$ cat src/rtl/matrix_scan_driver.sv
// 5x7 LED matrix column scanner with a double-buffered frame input (valid/ready).
// Optional macro GHOST_BLANK_EN blanks the first cycle of every column period.
module matrix_scan_driver #(
  parameter int CLK_PER_COL = 1000,
  parameter int CNT_W       = 16
) (
  input  logic        clk,
  input  logic        rst,
  input  logic [34:0] frame_in,
  input  logic        frame_valid,
  output logic        frame_ready,
  input  logic        scan_en,
  output logic [6:0]  acender_coluna,
  output logic [4:0]  saida_linha,
  output logic        frame_done
);

  localparam logic [CNT_W-1:0] PRESC_MAX = CNT_W'(CLK_PER_COL - 1);
  localparam logic [2:0]       COL_LAST  = 3'd6;

  logic [CNT_W-1:0] presc_q, presc_d;
  logic [2:0]       col_q, col_d;
  logic [34:0]      active_q, active_d;
  logic [34:0]      shadow_q, shadow_d;
  logic             pending_q, pending_d;
  logic             ready_q, ready_d;
  logic [6:0]       strobe_q, strobe_d;
  logic [4:0]       row_q, row_d;
  logic             done_q, done_d;

  logic tick, wrap, accept, swap, blank;

  // Row bits of one column: pixel (r, c) lives at bit r*7+c.
  function automatic logic [4:0] column_bits(input logic [34:0] frame, input logic [2:0] col);
    logic [4:0] bits;
    bits = '0;
    for (int r = 0; r < 5; r++) begin
      bits[r] = frame[r*7 + int'(col)];
    end
    return bits;
  endfunction

  always_comb begin
    tick   = scan_en && (presc_q == PRESC_MAX);
    wrap   = tick && (col_q == COL_LAST);
    accept = frame_valid && ready_q;
    swap   = wrap && pending_q;

    presc_d = '0;
    if (scan_en && !tick) begin
      presc_d = presc_q + 1'b1;
    end

    col_d = col_q;
    if (tick) begin
      col_d = (col_q == COL_LAST) ? 3'd0 : col_q + 3'd1;
    end

    shadow_d = accept ? frame_in : shadow_q;
    active_d = swap ? shadow_q : active_q;

    // Accept and swap are mutually exclusive: one needs pending low, the other high.
    pending_d = pending_q;
    if (accept) begin
      pending_d = 1'b1;
    end else if (swap) begin
      pending_d = 1'b0;
    end
    ready_d = ~pending_d;
    done_d  = wrap;

    blank = ~scan_en;
`ifdef GHOST_BLANK_EN
    if (presc_q == '0) begin
      blank = 1'b1;
    end
`endif
    strobe_d = 7'h7F;
    row_d    = 5'h00;
    if (!blank) begin
      strobe_d = ~(7'b1 << col_q);
      row_d    = column_bits(active_q, col_q);
    end
  end

  always_ff @(posedge clk or posedge rst) begin
    if (rst) begin
      presc_q   <= '0;
      col_q     <= '0;
      active_q  <= '0;
      shadow_q  <= '0;
      pending_q <= 1'b0;
      ready_q   <= 1'b1;
      strobe_q  <= 7'h7F;
      row_q     <= 5'h00;
      done_q    <= 1'b0;
    end else begin
      presc_q   <= presc_d;
      col_q     <= col_d;
      active_q  <= active_d;
      shadow_q  <= shadow_d;
      pending_q <= pending_d;
      ready_q   <= ready_d;
      strobe_q  <= strobe_d;
      row_q     <= row_d;
      done_q    <= done_d;
    end
  end

  assign frame_ready    = ready_q;
  assign acender_coluna = strobe_q;
  assign saida_linha    = row_q;
  assign frame_done     = done_q;

endmodule

$ cat config.mk
export PLATFORM = sky130hd
export DESIGN_NAME = matrix_scan_driver
export DESIGN_NICKNAME = d
export VERILOG_FILES = /design/src/rtl/matrix_scan_driver.sv
export SDC_FILE = /design/constraint.sdc
export NUM_CORES = 1
export LEC_CHECK = 0
export CAP_MARGIN = 25
export CORE_ASPECT_RATIO = 1.25
export CORE_UTILIZATION = 45
export CTS_BUF_LIST = sky130_fd_sc_hd__clkbuf_4 sky130_fd_sc_hd__clkbuf_8
export CTS_CLUSTER_DIAMETER = 30
export CTS_CLUSTER_SIZE = 24
export DETAILED_ROUTE_END_ITERATION = 7
export PLACE_DENSITY = 0.69
export SLEW_MARGIN = 20
export SYNTH_ARGS = -nofsm -noshare
export SYNTH_HDL_FRONTEND = slang
export SYNTH_SLANG_ARGS = --single-unit
$ cat constraint.sdc
create_clock -name clk -period 3.4 [get_ports clk]
set_clock_uncertainty 0.1 [all_clocks]
set_input_delay 0.51 -clock clk [delete_from_list [all_inputs] [get_ports clk]]
set_output_delay 0.51 -clock clk [all_outputs]
set_load 0.005 [all_outputs]
**After elaboration in Yosys (flattened, before gate mapping)**

Cells that the tools add are included.

- Add/subtract/negate cells: 6
- Magnitude comparators: 5
- Eq/ne operators: 2
- Shift-type cells: 1
- Multiplexer cells: 20
- Bitwise operators: 2
- Reductions and logical operators: 6

Operators by type and width:

| cell | number |
|---|---|
| 1-bit binary-select mux with 6-bit select | 4 |
| 16-bit by 1-bit adder with 16-bit output (second input constant) | 1 |
| 16-bit by 10-bit == test with 1-bit output (second input constant) | 1 |
| 16-bit two-way mux | 1 |
| 6-bit by 7-bit less-than comparator with 1-bit output (second input constant) | 2 |
| 5-bit by 3-bit adder with 6-bit output (first input constant) | 2 |
| 1-bit two-way mux | 11 |
| 3-bit by 7-bit less-than comparator with 1-bit output (second input constant) | 1 |
| 4-bit by 7-bit less-than comparator with 1-bit output (second input constant) | 1 |
| 5-bit by 7-bit less-than comparator with 1-bit output (second input constant) | 1 |
| 7-bit two-way mux | 1 |
| 7-bit NOT | 1 |
| 1-bit by 3-bit << shifter with 7-bit output (first input constant) | 1 |
| 4-bit by 3-bit adder with 5-bit output (first input constant) | 1 |
| 1-bit logical AND | 5 |
| 5-bit two-way mux | 1 |
| 3-bit by 3-bit adder with 4-bit output (first input constant) | 1 |
| 3-bit by 1-bit adder with 3-bit output (second input constant) | 1 |
| 1-bit binary-select mux with 3-bit select | 1 |
| 3-bit == test (second input constant) | 1 |
| 3-bit two-way mux | 1 |
| 1-bit logical NOT | 1 |
| 1-bit NOT | 1 |

- Bits in registers: 104
- Input bits: 39
- Word-level logic and storage cells: 51

**Longest topological paths before layout**

Gate-level depths: netlist of run 1.

- Depth after elaboration: 7
- Mapped depth: 8
- Depth with buffers taken out: 6

**Worst setup path after synthesis of run 1**

OpenSTA, ideal clock, no wires.

- Path kind: register to register
- Start point: register col_q[1]
- End point: register row_q[3] (netlist: saida_linha[3])
- Library setup time: 0.119 ns
- Data arrival time: 2.439 ns
- Required time: 3.181 ns
- Setup slack: 0.742 ns
- Stages on the path, launching flop included: 8
- Clock period less this slack: 2.658 ns
- Cell sequence: dfrtp_1 clkbuf_1 inv_1 ha_1 clkbuf_1 mux4_2 mux4_2 and2_1

- Cells in the longest elaborated chain, start to end: 5

RTL lines:

| item | RTL line | source |
|---|---|---|
| start: declaration | 22 | `logic [2:0] col_q, col_d;` |
| start signal: assignment | 99 | `col_q <= col_d;` |
| 5-bit by 3-bit adder with 6-bit output | 38 | `bits[r] = frame[r*7 + int'(col)];` |
| 1-bit binary-select mux with 6-bit select | 38 |  |
| 1-bit two-way mux (not written as such) (2 in a row) | 38 |  |
| 5-bit two-way mux | 80 | `if (!blank) begin` |
| via row_d[3] | 28 | `logic [4:0] row_q, row_d;` |
| end signal: assignment | 105 | `row_q <= row_d;` |
| end: declaration | 28 |  |

The timed path passes the listed nets, and every way through them passes these cells. The select of a mux whose other input is x is not followed.
A chain may end at the register's enable or synchronous reset.

**Final worst setup path of run 1**

- Start point: register presc_q[0]
- End point: register active_q[23]

- Cells in the longest elaborated chain, start to end: 4

RTL lines:

| item | RTL line | source |
|---|---|---|
| start: declaration | 21 | `logic [CNT_W-1:0] presc_q, presc_d;` |
| start signal: assignment | 98 | `presc_q <= presc_d;` |
| 16-bit by 10-bit == test with 1-bit output | 44 | `tick = scan_en && (presc_q == PRESC_MAX);` |
| 1-bit logical AND | 44 |  |
| 1-bit logical AND | 45 | `wrap = tick && (col_q == COL_LAST);` |
| 1-bit logical AND | 47 | `swap = wrap && pending_q;` |
| end signal: assignment | 100 | `active_q <= active_d;` |
| end: declaration | 23 | `logic [34:0] active_q, active_d;` |

Every way passes these cells.

==> flow_metrics.env, run 1 <==
export IMPL_end_kind="flop"
export IMPL_yosysTopAreaCellShare=0.5175
export IMPL_cp_required_ps=3560
export IMPL_worstSetupPathType="flop to flop"
export IMPL_fin_cells=513
export IMPL_critical_path_top_delay_family="simple AND/OR/NAND/NOR gates"
export IMPL_start_util=0.4617
export IMPL_ys_seq_elements=104
export IMPL_cts_root_buf="clkbuf_8"
export IMPL_grt_max_degree=54
export IMPL_status="complete, no violations"
export IMPL_post_dp_cell_area_um2=5286
export IMPL_ys_warn_count=0
export IMPL_drc=0
export IMPL_drt_total_wl_mm=8.052
export IMPL_routedWlPerCell_um=15.70
export IMPL_arrival_ps=2520
export IMPL_synth_most_common_cell="dfrtp_1"
export IMPL_dp_cells=497
export IMPL_slowest_delay_ps=400
export IMPL_leakage_nw=2.387
export IMPL_grt_busiest_layer="met2"
export IMPL_power_frac_comb=0.101
export IMPL_clk_latency_ps=380
export IMPL_synth_common_cells="dfrtp_1, mux2_2, mux4_2, nor2_1, nand2_1"
export IMPL_core_area_um2=10050
export IMPL_cts_tree="built"
export IMPL_ys_flop_type="dfrtp_1"
export IMPL_io_pin_count=53
export IMPL_grt_pass1_vias=2851
export IMPL_numCtsBuffers=9
export IMPL_tightest_slew_ps=647.6
export IMPL_finalInstanceArea_um2=5458
export IMPL_drv_cap=0
export IMPL_postCtsSetupRepairBufs=0
export IMPL_worstSetupStartpointType="flop"
export IMPL_async_flop_share=1.000
export IMPL_p_seq_frac=0.613
export IMPL_rsz0062_at_grt="false"
export IMPL_die_area_um2=10730
export IMPL_max_freq_mhz=423.7
export IMPL_timing_rr_start="presc_q[0]"
export IMPL_synth_edf_count=0
export IMPL_ant_nets=0
export IMPL_hp_start="presc_q[0]"
export IMPL_seq_area_frac_synth=0.5628
export IMPL_crit_slowest_cell="buf_4"
export IMPL_antenna_found_initial=0
export IMPL_use_met2=0.2819
export IMPL_post_drt_via_cell_ratio=5.269
export IMPL_drtPass1Iterations=4
export IMPL_peakVddDrop_v=0.0002360
export IMPL_grt_pass1_wl_mm=14.08
export IMPL_syn_avg_cell_area_um2=14.20
export IMPL_rows=41
export IMPL_die_h_um=115.6
export IMPL_drtIter0Drc=115
export IMPL_switching_share=0.2431
export IMPL_gp_congestion=0.7700
export IMPL_diodes=0
export IMPL_synth_area_um2=4642
export IMPL_fillers=875
export IMPL_critPathLaunch="presc_q[0]"
export IMPL_area_growth_pct=17.57
export IMPL_finalHoldViolCount=0
export IMPL_clockBufferDepth=2
export IMPL_hpwl_mm=5.605
export IMPL_post_route_cells_drive_above_1_share=0.3177
export IMPL_io_buffers=52
export IMPL_final_nets=428
export IMPL_synth_area_leaders="dfrtp_1, mux2_2, mux4_2, dfstp_2, ha_1"
export IMPL_report_final_slew_viol_count=0
export IMPL_finalSetupTns_ps=0
export IMPL_critPathBufInv=1
export IMPL_setup_violations=0
export IMPL_hold_path_class="flop to flop"
export IMPL_ys_types=36
export IMPL_p_per_area_nw_per_um2=441.6
export IMPL_cts_sinks=104
export IMPL_cts_max_level=3
export IMPL_post_route_period_util=0.6941
export IMPL_slew_headroom=0.5683
export IMPL_use_met1=0.2192
export IMPL_critPathMaxFanout=35
export IMPL_p_int_w=0.001824
export IMPL_clock_power_share=0.286
export IMPL_grt_util_met3=0.02690
export IMPL_syn_inst=327
export IMPL_p_sw_w=0.0005860
export IMPL_synthesis_nets=376
export IMPL_die_x_um=92.84
export IMPL_route_vias_total=2703
export IMPL_cts_hold_buf=0
export IMPL_clk_pin_slew_ps=100
export IMPL_period_minus_slack_ps=2360
export IMPL_post_cts_resized=0
export IMPL_grt_ovfl_total=0
export IMPL_crit_chain="ha_1 -> and4_1 -> nand4_1 -> nor3_4 -> buf_4 -> mux2_2"
export IMPL_grt_usage=0.1710
export IMPL_yosys_area_top_type="dfrtp_1"
## sequential cells by signal, indices dropped and copies added, names as in the netlist
signal	count
active_q	35
acender_coluna	7
col_q	3
frame_done	1
pending_q	1
frame_ready	1
presc_q	16
saida_linha	5
shadow_q	35
## routing by layer
| layer | routed length (µm) | up-vias |
|---|---|---|
| met2 | 4183 | 39 |
| met4 | 173 | 0 |
| met1 | 3456 | 1362 |
| met3 | 238 | 14 |
| li1 | - | 1288 |
| met5 | 0 | - |
## cell families (layout without fill, tap and decap cells)
kind of cell	count (synthesis)	after routing	synth area share
multiplexers	91	91	0.2615
AO/OA/AOI/OAI	15	15	0.02022
XOR/XNOR	12	12	0.02264
adder cells (fa/ha/maj)	10	10	0.02695
AND/OR/NAND/NOR	71	71	0.08005
flip-flops	104	104	0.5628
buffers and inverters	24	81	0.02587
## worst register-to-register path, cell delays in order, from the launching register on
cell	delay [ps]
dfrtp_1	390
ha_1	260
and4_1	280
nand4_1	210
nor3_4	200
buf_4	400
mux2_2	420
## layout by cell type, fill, tap and decap left out, types with 2 or more instances in the layout
master	Yosys	routed
dfrtp_1	96	96
mux2_2	71	71
clkdlybuf4s50_1	0	52
mux4_2	17	17
nor2_1	17	17
nand2_1	15	15
ha_1	10	10
nor4_1	9	9
clkbuf_8	0	9
nand3_1	8	8
dfstp_2	8	8
inv_1	8	7
nand4_1	7	7
xnor2_1	7	7
a21oi_1	6	6
xor2_1	5	5
buf_4	1	4
and2_1	3	3
or3_1	3	3
o21ai_0	3	3
clkinv_2	0	3
and3_1	2	2
and4_1	2	2
nand3b_1	2	2
or2_2	2	2
mux2i_1	2	2
clkinvlp_4	0	2
## metrics by stage
stage / hold WS [ps] / utilization / power, W / setup WS (ps)
after floorplan: 332.9 / - / 0.001641 / 71.05
after global placement: 345.8 / 0.5258 / 0.001744 / 832.4
after detailed placement: 358.7 / 0.5258 / 0.001754 / 796.7
after CTS: 372.3 / 0.5428 / 0.002442 / 1040
after global routing: 388.8 / 0.5428 / 0.002530 / 869.3
final: 381.8 / 0.5428 / 0.002410 / 1040
## cell type report
cell class | count | area [µm²] | area share
Inverter | 8 | 32.53 | 0.005961
Clock inverter | 7 | 47.55 | 0.008712
Timing Repair Buffer | 57 | 570.5 | 0.1045
Sequential cell | 104 | 2613 | 0.4787
Tap cell | 129 | 161.4 | 0.02957
Clock buffer | 9 | 123.9 | 0.02270
Multi-Input combinational cell | 199 | 1909 | 0.3498
## power groups by stage
stage	Combinational (W)	Clock [W]	Sequential, W
finish	0.000243	0.000690	0.00148
global route	0.000272	0.000759	0.00150
CTS	0.000250	0.000710	0.00148
detailed placement	0.000249	0	0.00150
global placement	0.000242	0	0.00150
floorplan	0.000175	0	0.00147
## worst paths after layout
path / slack (ps) / to / cells after the start
worst max-delay path: 1040 / active_q[23] / 6
worst min-delay path: 380 / presc_q[0] / 1
worst max register to register: 1040 / active_q[23] / 6
worst min register to register: 380 / presc_q[0] / 1
max in group asynchronous: 2020 / active_q[18] / 3
min in group asynchronous: 480 / presc_q[13] / 2
Power figures use the tool's default switching activity.
==> run 2: changes to the inputs <==
Clock period 3.4 ns to 2.1 ns, I/O delays scaled along.
==> run 2 against run 1 <==
Against the previous run:
- via count increased by 3.7%
- cell area increased by 6.9%
- global-route usage increased by 0.33 points
- clock power increased by 61%
- clock-buffer cell count increased by 3
- highest routed layer unchanged
- hold slack got worse by 69 ps
- setup slack got worse by 1000 ps
==> flow_metrics.env, run 2 (synthesis results as in run 1) <==
export IMPL_final_util=0.5801
export IMPL_io_buffers=52
export IMPL_post_route_cells_drive_above_1_share=0.3765
export IMPL_antenna_found_initial=0
export IMPL_final_common_cell="dfrtp_1"
export IMPL_ant_nets=0
export IMPL_cts_hold_buf=0
export IMPL_finalHoldViolCount=0
export IMPL_cts_tree="built"
export IMPL_die_area_um2=10730
export IMPL_period_minus_slack_ps=2090
export IMPL_p_per_area_nw_per_um2=672.4
export IMPL_hpwl_mm=5.700
export IMPL_grt_usage=0.1743
export IMPL_io_pin_count=53
export IMPL_max_freq_mhz=478.5
export IMPL_area_growth_pct=25.66
export IMPL_worstSetupStartpointType="flop"
export IMPL_rsz0062_at_grt="true"
export IMPL_cp_required_ps=2260
export IMPL_cts_root_buf="clkbuf_8"
export IMPL_status="complete, no violations"
export IMPL_post_drt_via_cell_ratio=5.212
export IMPL_die_x_um=92.84
export IMPL_place_ws_ps=62.30
export IMPL_post_route_period_util=0.9951
export IMPL_layout_common_cells="dfrtp_1, mux2_2, clkdlybuf4s50_1, buf_4"
export IMPL_largestRegisters="active_q (35), shadow_q (35), presc_q (16)"
export IMPL_final_nets=453
export IMPL_critPathMaxFanout=9
export IMPL_clk_pin_slew_ps=90
export IMPL_setup_violations=0
export IMPL_fillers=833
export IMPL_clockBufferDepth=2
export IMPL_routedWlPerCell_um=15.69
export IMPL_dp_cells=517
export IMPL_grt_pass1_vias=2847
export IMPL_rows=41
export IMPL_slew_headroom=0.6388
export IMPL_cts_max_level=3
export IMPL_tightest_slew_ps=541.8
export IMPL_drt_total_wl_mm=8.439
export IMPL_diodes=0
export IMPL_arrival_ps=2250
export IMPL_finalInstanceArea_um2=5833
export IMPL_post_dp_cell_area_um2=5513
export IMPL_setup_slack_ps=10.35
export IMPL_leakage_nw=2.557
export IMPL_drv_cap=0
export IMPL_route_vias_total=2804
export IMPL_hold_path_class="input pin to async pin"
export IMPL_drtIter0Drc=189
export IMPL_worstSetupPathType="flop to flop"
export IMPL_drtPass1Iterations=4
export IMPL_grt_ovfl_total=0
export IMPL_die_h_um=115.6
export IMPL_fin_cells=538
export IMPL_drc=0
export IMPL_cts_sinks=104
export IMPL_gp_congestion=0.8817
export IMPL_end_kind="flop"
export IMPL_start_util=0.4617
export IMPL_grt_max_degree=105
export IMPL_p_total_w=0.003922
export IMPL_clk_latency_ps=370
export IMPL_peakVddDrop_v=0.0004180
export IMPL_core_area_um2=10050
export IMPL_grt_pass1_wl_mm=14.18
export IMPL_numCtsBuffers=9
export IMPL_report_final_slew_viol_count=0
[run 2: layer usage]
layer  wire [µm]  GRT usage  vias up
li1            -          -     1330
met2        4167     0.2779       55
met3         306    0.04790       12
met1        3806     0.2261     1407
met4         158    0.07179        0
met5           0          0        -
[run 2: area by class of cell]
type	count	area, µm²	share of cell area
tap	129	161.4	0.02767
clock buffer	12	152.6	0.02617
clock inverter	4	20.02	0.003432
inverter	8	40.04	0.006864
timing repair buffer	82	855.8	0.1467
sequential	104	2614	0.4481
multi-input combinational	199	1989	0.3411
[run 2: worst max-delay path: stages (launching register included)]
cell,delay [ps]
dfrtp_1,410
nor4_2,320
nand4_1,240
nor3_4,270
buf_12,160
clkbuf_16,160
mux2_2,330
[run 2: stage by stage]
stage	hold WS, ps	TNS (ps)
after floorplan	332.9	-2923
after global placement	348.4	0
after detailed placement	373.5	0
after CTS	355.8	0
after global routing	366.7	-2435
final	312.5	0
[run 2: path summary, 6_finish.rpt]
path	cells after the start	to	startpoint	slack [ps]
worst min-delay path	3	shadow_q[33]	rst	310
max in group asynchronous	3	acender_coluna[2]	rst	1140
worst min register to register	1	shadow_q[9]	shadow_q[9]	410
worst max register to register	6	active_q[17]	presc_q[3]	10
worst max-delay path	6	active_q[17]	presc_q[3]	10
min in group clk	1	shadow_q[9]	shadow_q[9]	410
[run 2: repair_timing]
item / in CTS / in global routing
resized for setup: 0 / 16
endpoints found under the setup margin: 0 / 35
buffers inserted: 0 / 3
[run 2: report_power, final]
group | switching [W] | internal, W
Combinational | 0.000134 | 0.000278
Clock | 0.000630 | 0.000482
Sequential | 0.000138 | 0.00226
==> run 3: changes to the inputs <==
Settings changed: ABC_CLOCK_PERIOD_IN_PS from default to 2100, CTS_CLUSTER_DIAMETER 30 to 120.
==> results of run 3 <==
No change in the layout: final DEF, timing and power equal those of run 2.
